## src/rtl/stopwatch_pkg.sv

```systemverilog
// Shared types and defaults for the stopwatch controller.
// Latency: n/a (definitions only).
// Backpressure: n/a.
package stopwatch_pkg;

    localparam int unsigned NUM_DIGITS        = 6;
    localparam int unsigned CLR_CYCLES_DEF    = 2;
    localparam int unsigned SETTLE_CYCLES_DEF = 1;

    typedef enum logic [2:0] {
        ST_CLR    = 3'd0,
        ST_SETTLE = 3'd1,
        ST_IDLE   = 3'd2,
        ST_RUN    = 3'd3,
        ST_PAUSE  = 3'd4,
        ST_LAP    = 3'd5,
        ST_OVF    = 3'd6
    } ctrl_state_t;

    // Phase of the clear sequencer; OFF once the chain is out of reset and settled.
    typedef enum logic [1:0] {
        PH_OFF    = 2'd0,
        PH_CLR    = 2'd1,
        PH_SETTLE = 2'd2
    } seq_phase_t;

endpackage

```

## src/rtl/stopwatch_ctrl_if.sv

```systemverilog
// Bundle of pulse/strobe inputs and control outputs of the stopwatch controller.
// Latency: n/a (wiring only).
// Backpressure: none; all signals are single-cycle strobes or levels.
interface stopwatch_ctrl_if;
    logic       tick_in;
    logic       start_stop_pls;
    logic       clear_pls;
    logic       lap_pls;
    logic       chain_all_max;
    logic       cnt_ena;
    logic       cnt_rst;
    logic       disp_latch;
    logic       running;
    logic       overflow;
    logic [2:0] state_o;

    // Button conditioners, prescaler and counter chain side.
    modport master (
        output tick_in, start_stop_pls, clear_pls, lap_pls, chain_all_max,
        input  cnt_ena, cnt_rst, disp_latch, running, overflow, state_o
    );

    // Controller side.
    modport slave (
        input  tick_in, start_stop_pls, clear_pls, lap_pls, chain_all_max,
        output cnt_ena, cnt_rst, disp_latch, running, overflow, state_o
    );
endinterface

```

## src/rtl/stopwatch_ctrl_clr_sequencer.sv

```systemverilog
// Clear sequencer: holds cnt_rst for CLR_CYCLES, then idles SETTLE_CYCLES.
// Latency: cnt_rst registered; clr_done_o/done_o flag the last CLR/SETTLE cycle.
// Backpressure: none; load_i restarts the sequence at any time.
module clr_sequencer
    import stopwatch_pkg::*;
#(
    parameter int unsigned CLR_CYCLES    = CLR_CYCLES_DEF,
    parameter int unsigned SETTLE_CYCLES = SETTLE_CYCLES_DEF
) (
    input  logic clk,
    input  logic rst_n,
    input  logic load_i,
    output logic cnt_rst_o,
    output logic clr_done_o,
    output logic done_o
);
    localparam int unsigned MAXC = (CLR_CYCLES > SETTLE_CYCLES) ? CLR_CYCLES : SETTLE_CYCLES;
    localparam int unsigned CW   = (MAXC > 1) ? $clog2(MAXC) : 1;
    localparam logic [CW-1:0] CLR_LOAD = CW'(CLR_CYCLES - 1);
    localparam logic [CW-1:0] SET_LOAD = (SETTLE_CYCLES > 0) ? CW'(SETTLE_CYCLES - 1) : '0;

    seq_phase_t    phase_q, phase_d;
    logic [CW-1:0] cnt_q, cnt_d;
    logic          cnt_rst_q;

    assign cnt_rst_o  = cnt_rst_q;
    assign clr_done_o = (phase_q == PH_CLR) && (cnt_q == '0);
    // With no settle time the clear itself completes the sequence.
    assign done_o     = ((phase_q == PH_SETTLE) && (cnt_q == '0)) ||
                        (clr_done_o && (SETTLE_CYCLES == 0));

    // Down-counter walking CLR -> SETTLE -> OFF; load_i restarts from CLR.
    always_comb begin
        phase_d = phase_q;
        cnt_d   = cnt_q;
        if (load_i) begin
            phase_d = PH_CLR;
            cnt_d   = CLR_LOAD;
        end else begin
            case (phase_q)
                PH_CLR: begin
                    if (cnt_q == '0) begin
                        phase_d = (SETTLE_CYCLES == 0) ? PH_OFF : PH_SETTLE;
                        cnt_d   = SET_LOAD;
                    end else begin
                        cnt_d = cnt_q - 1'b1;
                    end
                end
                PH_SETTLE: begin
                    if (cnt_q == '0) begin
                        phase_d = PH_OFF;
                    end else begin
                        cnt_d = cnt_q - 1'b1;
                    end
                end
                default: begin
                end
            endcase
        end
    end

    // Phase/count registers; reset lands in CLR with the counter reloaded.
    always_ff @(posedge clk or negedge rst_n) begin
        if (!rst_n) begin
            phase_q   <= PH_CLR;
            cnt_q     <= CLR_LOAD;
            cnt_rst_q <= 1'b1;
        end else begin
            phase_q   <= phase_d;
            cnt_q     <= cnt_d;
            cnt_rst_q <= (phase_d == PH_CLR);
        end
    end
endmodule

```

## src/rtl/stopwatch_ctrl.sv

```systemverilog
// Stopwatch control FSM: run/pause, clear, lap freeze and overflow halt.
// Latency: all outputs registered; a tick in cycle N gives cnt_ena in N+1.
// Backpressure: none; pulses outside their accepting states are dropped.
module stopwatch_ctrl
    import stopwatch_pkg::*;
#(
    parameter int unsigned CLR_CYCLES    = CLR_CYCLES_DEF,
    parameter int unsigned SETTLE_CYCLES = SETTLE_CYCLES_DEF
) (
    input  logic             clk,
    input  logic             rst_n,
    stopwatch_ctrl_if.slave  sw
);
    ctrl_state_t state_q, state_d;
    logic        cnt_ena_q, cnt_ena_d;
    logic        disp_latch_q, disp_latch_d;
    logic        running_q, running_d;
    logic        overflow_q, overflow_d;
    logic        seq_load, seq_clr_done, seq_done;
    logic        tick_ovf, counting;

    assign tick_ovf = sw.tick_in && sw.chain_all_max;
    assign counting = (state_q == ST_RUN) || (state_q == ST_LAP);
    // Any fresh entry into CLR (including recovery from an illegal code) restarts the clear.
    assign seq_load = (state_d == ST_CLR) && (state_q != ST_CLR);

    clr_sequencer #(
        .CLR_CYCLES    (CLR_CYCLES),
        .SETTLE_CYCLES (SETTLE_CYCLES)
    ) u_clr_seq (
        .clk        (clk),
        .rst_n      (rst_n),
        .load_i     (seq_load),
        .cnt_rst_o  (sw.cnt_rst),
        .clr_done_o (seq_clr_done),
        .done_o     (seq_done)
    );

    // Next state and next registered outputs; priority clear > start/stop > overflow > lap.
    always_comb begin
        state_d = state_q;
        case (state_q)
            ST_CLR: begin
                if (seq_done)          state_d = ST_IDLE;
                else if (seq_clr_done) state_d = ST_SETTLE;
            end
            ST_SETTLE: begin
                if (seq_done) state_d = ST_IDLE;
            end
            ST_IDLE: begin
                if (sw.clear_pls)           state_d = ST_CLR;
                else if (sw.start_stop_pls) state_d = ST_RUN;
            end
            ST_RUN: begin
                if (sw.clear_pls)           state_d = ST_CLR;
                else if (sw.start_stop_pls) state_d = ST_PAUSE;
                else if (tick_ovf)          state_d = ST_OVF;
                else if (sw.lap_pls)        state_d = ST_LAP;
            end
            ST_LAP: begin
                if (sw.clear_pls)           state_d = ST_CLR;
                else if (sw.start_stop_pls) state_d = ST_PAUSE;
                else if (tick_ovf)          state_d = ST_OVF;
                else if (sw.lap_pls)        state_d = ST_RUN;
            end
            ST_PAUSE: begin
                if (sw.clear_pls)           state_d = ST_CLR;
                else if (sw.start_stop_pls) state_d = ST_RUN;
            end
            ST_OVF: begin
                if (sw.clear_pls) state_d = ST_CLR;
            end
            default: state_d = ST_CLR;
        endcase

        // Count only ticks seen while counting and still counting next cycle.
        cnt_ena_d = sw.tick_in && counting &&
                    ((state_d == ST_RUN) || (state_d == ST_LAP));

        // Display frozen in LAP, and in a PAUSE entered from LAP until lap releases it.
        disp_latch_d = 1'b1;
        if (state_d == ST_LAP) begin
            disp_latch_d = 1'b0;
        end else if (state_d == ST_PAUSE) begin
            if (state_q == ST_PAUSE)    disp_latch_d = sw.lap_pls ? 1'b1 : disp_latch_q;
            else if (state_q == ST_LAP) disp_latch_d = 1'b0;
        end

        running_d  = (state_d == ST_RUN) || (state_d == ST_LAP);
        overflow_d = (state_d == ST_OVF);
    end

    // State and output registers.
    always_ff @(posedge clk or negedge rst_n) begin
        if (!rst_n) begin
            state_q      <= ST_CLR;
            cnt_ena_q    <= 1'b0;
            disp_latch_q <= 1'b1;
            running_q    <= 1'b0;
            overflow_q   <= 1'b0;
        end else begin
            state_q      <= state_d;
            cnt_ena_q    <= cnt_ena_d;
            disp_latch_q <= disp_latch_d;
            running_q    <= running_d;
            overflow_q   <= overflow_d;
        end
    end

    assign sw.cnt_ena    = cnt_ena_q;
    assign sw.disp_latch = disp_latch_q;
    assign sw.running    = running_q;
    assign sw.overflow   = overflow_q;
    assign sw.state_o    = state_q;
endmodule

```

## src/flat_wrapper.sv

```systemverilog
// flat-port wrapper written by rule: the top's interface ports become plain ports
module stopwatch_ctrl_flat import stopwatch_pkg::*;
#(
    parameter int unsigned CLR_CYCLES    = CLR_CYCLES_DEF,
    parameter int unsigned SETTLE_CYCLES = SETTLE_CYCLES_DEF
)
  (clk, rst_n, sw_tick_in, sw_start_stop_pls, sw_clear_pls, sw_lap_pls, sw_chain_all_max, sw_cnt_ena, sw_cnt_rst, sw_disp_latch, sw_running, sw_overflow, sw_state_o);
  stopwatch_ctrl_if sw_i ();
  input  logic clk;
  input  logic rst_n;
  input wire logic [$bits(sw_i.tick_in)-1:0] sw_tick_in;
  input wire logic [$bits(sw_i.start_stop_pls)-1:0] sw_start_stop_pls;
  input wire logic [$bits(sw_i.clear_pls)-1:0] sw_clear_pls;
  input wire logic [$bits(sw_i.lap_pls)-1:0] sw_lap_pls;
  input wire logic [$bits(sw_i.chain_all_max)-1:0] sw_chain_all_max;
  output wire logic [$bits(sw_i.cnt_ena)-1:0] sw_cnt_ena;
  output wire logic [$bits(sw_i.cnt_rst)-1:0] sw_cnt_rst;
  output wire logic [$bits(sw_i.disp_latch)-1:0] sw_disp_latch;
  output wire logic [$bits(sw_i.running)-1:0] sw_running;
  output wire logic [$bits(sw_i.overflow)-1:0] sw_overflow;
  output wire logic [$bits(sw_i.state_o)-1:0] sw_state_o;
  assign sw_i.tick_in = sw_tick_in;
  assign sw_i.start_stop_pls = sw_start_stop_pls;
  assign sw_i.clear_pls = sw_clear_pls;
  assign sw_i.lap_pls = sw_lap_pls;
  assign sw_i.chain_all_max = sw_chain_all_max;
  assign sw_cnt_ena = sw_i.cnt_ena;
  assign sw_cnt_rst = sw_i.cnt_rst;
  assign sw_disp_latch = sw_i.disp_latch;
  assign sw_running = sw_i.running;
  assign sw_overflow = sw_i.overflow;
  assign sw_state_o = sw_i.state_o;
  stopwatch_ctrl #(.CLR_CYCLES(CLR_CYCLES), .SETTLE_CYCLES(SETTLE_CYCLES)) u_core (.clk(clk), .rst_n(rst_n), .sw(sw_i));
endmodule
```

## config.mk

```make
export PLATFORM = sky130hd
export DESIGN_NAME = stopwatch_ctrl_flat
export DESIGN_NICKNAME = d
export VERILOG_FILES = /design/src/rtl/stopwatch_pkg.sv /design/src/rtl/stopwatch_ctrl_if.sv /design/src/rtl/stopwatch_ctrl_clr_sequencer.sv /design/src/rtl/stopwatch_ctrl.sv /design/src/flat_wrapper.sv
export SDC_FILE = /design/constraint.sdc
export NUM_CORES = 1
export LEC_CHECK = 0
export ABC_AREA = 1
export BUFFER_PORTS_ARGS = -buffer_cell sky130_fd_sc_hd__buf_2
export CAP_MARGIN = 40
export CORE_MARGIN = 2
export CORE_UTILIZATION = 55
export DETAILED_ROUTE_END_ITERATION = 7
export PLACE_DENSITY = 0.77
export SYNTH_ARGS = -nofsm -noshare
export SYNTH_HDL_FRONTEND = slang
export SYNTH_SLANG_ARGS = --single-unit
export TNS_END_PERCENT = 30
```

## constraint.sdc

```tcl
create_clock -name clk -period 3.7 [get_ports clk]
set_clock_uncertainty 0.05 [all_clocks]
set_input_delay 0.185 -clock clk [delete_from_list [all_inputs] [get_ports clk]]
set_output_delay 0.185 -clock clk [all_outputs]
set_load 0.01 [all_outputs]
```

==> flow_summary.json <==
{
  "cts_resized": 0,
  "cts.sinks": 11,
  "overflow": 0,
  "globalRouteMet1Util_pct": 28.7,
  "n_antenna_cell": 0,
  "crit_start": "u_core.u_clr_seq.phase_q[0]",
  "route.detailed.drc": 0,
  "reg2reg_slack_ns": 1.97,
  "report.final.slew_viol_count": 0,
  "yosysSeqAreaShare_pct": 37.5,
  "p_leak_nw": 0.456,
  "crit_chain": "inv_1 > ha_1 > nand2_1 > nor2_1 > nor2_1 > nand3_1 > nor2_4 > nand3_2 > nand2_1 > inv_1",
  "wire_per_inst_um": 11.4,
  "area_growth_pct": 15.7,
  "crit_family": "simple AND/OR/NAND/NOR gates",
  "syn_inst": 98,
  "cts-htree-levels": 1,
  "clock_latency_ns": 0.27,
  "grtUsageTotal_pct": 22.0,
  "ant_nets": 0,
  "hold_violations": 0,
  "cts_tree": "yes",
  "initial_core_util_pct": 58.2,
  "met2_usage_pct": 33.2,
  "fmax_mhz": 580,
  "path_buf_inv": 2,
  "ctsHoldBuffers": 1,
  "ir_worst_vdd_mv": 0.567,
  "dpl.hpwl_mm": 1.19,
  "antenna_found_initial": 0,
  "critPathLaunchType": "register",
  "gp_congestion": 0.821,
  "utilization_pct": 67.4,
  "ys_types": 22,
  "syn_nets": 107,
  "max_cap_violations": 0,
  "rr_worst_depth": 10,
  "cp-end-kind": "register",
  "io_pins": 15,
  "yosysTopAreaCellShare_pct": 23.4,
  "wl_mm": 1.49,
  "post-route-min-period_ns": 1.73,
  "core.rowCount": 13,
  "synth.avg_cell_area_um2": 7.63,
  "hold_class": "in -> reg",
  "drt_iter0_drc": 38,
  "cts_buffers": 3,
  "synthTopCellsByArea": "dfrtp_1 (23%), dfstp_2 (14%), nand2_1 (8.0%), nor2_1 (7.5%), inv_1 (5.5%)",
  "core_area_um2": 1280,
  "timing.final.crit_share_pct": 46.6,
  "yosys_register_bits": 11,
  "portBuffers": 14,
  "cts_root_buffer": "clkbuf_4",
  "grt_pass1_vias": 560,
  "cp_num_cells": 10,
  "dieArea_um2": 1670,
  "vias": 696,
  "grt_max_degree": 12,
  "dr.pass1.iters": 4,
  "critPathArrivalTime_ns": 1.83,
  "crit_required_ns": 3.81,
  "power.total_w": 0.000679,
  "clk_pin_slew_ns": 0.07,
  "slew_headroom_pct": 76.2,
  "fin_setup_tns_ns": 0,
  "syn-cell-area_um2": 748,
  "grt_use_met3_pct": 9.78,
  "critical-path-max-stage-delay_ns": 0.54,
  "die_x_um": 40.9,
  "fp.dieH_um": 40.9,
  "setup_viol": 0,
  "synth_warnings": 0,
  "final_nets": 126,
  "criticalPathCategory": "reg -> reg",
  "rsz0062_at_grt": "false",
  "status": "complete, no violations",
  "yosys.area.top_type": "dfrtp_1",
  "worst_slew_pin_slew_ns": 0.357,
  "num-fill-cells": 119,
  "grt_first_pass_wirelength_mm": 2.33,
  "viasPerCell": 5.31,
  "drive_above_1_share_pct": 35.3,
  "cp_max_fo": 5,
  "hp-start": "sw_tick_in",
  "postCtsSetupRepairBufs": 0,
  "slowest_stage": "dfstp_2",
  "clk_path_buf_depth": 2,
  "reg2reg_to": "u_core.u_clr_seq.phase_q[1]",
  "powerDensity_nw_per_um2": 785,
  "r2r-start": "u_core.u_clr_seq.phase_q[0]",
  "busiest_layer": "met2",
  "crit_path_end": "u_core.u_clr_seq.phase_q[1]"
}
worst min path at each step:
stage	to	slack, ns	depth (start not counted)
after global placement	u_core.sw.running	0.007	1
final	u_core.sw.cnt_ena	0.14	2
after CTS	u_core.sw.cnt_ena	0.13	2
after detailed placement	u_core.sw.running	0.01	1
after floorplan	u_core.sw.cnt_ena	-0.16	0
after global routing	u_core.sw.cnt_ena	0.13	2
where the power goes:
group,internal [W],switching [W]
Sequential,0.000176,0.0000512
Clock,0.0000417,0.0000382
Combinational,0.000135,0.000237
worst reg2reg max path, cell delays in order (launching register included):
cell and delay, ns:
dfstp_2 0.54, inv_1 0.05, ha_1 0.20, nand2_1 0.12, nor2_1 0.06, nor2_1 0.08
nand3_1 0.11, nor2_4 0.15, nand3_2 0.12, nand2_1 0.08, inv_1 0.04
per-layer routing:
layer / share of wire (%) / wire length (um)
met5: 0 / 0
met4: 0 / 0
met3: 7.5 / 112
met2: 47 / 696
met1: 46 / 679
kinds of logic after synthesis:
family	synth area share, %
AO/OA/AOI/OAI	6.69
buffers and inverters	9.36
adder cells (fa/ha/maj)	3.34
flip-flops	37.5
AND/OR/NAND/NOR	43.1
final cells by class:
class / count / area, um2 / area share, %
Sequential cell: 11 / 280 / 32.4
Timing Repair Buffer: 15 / 80.1 / 9.25
Tap cell: 15 / 18.8 / 2.17
Clock buffer: 4 / 26.3 / 3.03
Inverter: 16 / 62.6 / 7.23
Multi-Input combinational cell: 70 / 398 / 46.0
synthesized netlist by cell type:
cell type,instances
inv_2,4
nor2_8,1
dfstp_2,4
nor2_2,1
nor2_1,15
o21ai_0,5
inv_1,11
nand2_1,16
nor3_1,1
nor2_4,1
inv_4,1
buf_4,1
nand2_2,5
ha_1,2
nand3_2,4
a21oi_1,4
o21ai_1,1
nand2_4,2
and3_2,1
dfrtp_1,7
nand3_1,5
nand4_1,6
stage by stage:
stage / hold slack, ns / setup WS (ns) / area (um2) / instances
5_1_grt: 0.132 / 1.84 / 866 / 131
2_1_floorplan: -0.161 / 2.12 / 748 / 98
3_3_place_gp: 0.00746 / 2.07 / 830 / 126
6_report: 0.137 / 1.97 / 866 / 131
3_5_place_dp: 0.0107 / 2.00 / 830 / 126
4_1_cts: 0.132 / 1.99 / 866 / 131
registers in the layout, summed over array words and instances, names as in the netlist:
signal and count:
u_core.sw.overflow 1, u_core.sw.disp_latch 1, u_core.sw.cnt_ena 1, u_core.u_clr_seq.cnt_q 1, u_core.sw.state_o 3, u_core.sw.running 1, u_core.u_clr_seq.cnt_rst_o 1, u_core.u_clr_seq.phase_q 2
placed cells by master, fill, tap and decap left out, types with 3 or more instances in the layout:
cell type	instances
inv_1	11
inv_2	4
dfrtp_1	7
nand2_2	5
a21oi_1	4
buf_2	14
dfstp_2	4
nor2_1	15
nand3_2	4
clkbuf_4	3
nand3_1	5
nand4_1	6
nand2_1	16
o21ai_0	5
(Power assumes the default switching activity.)
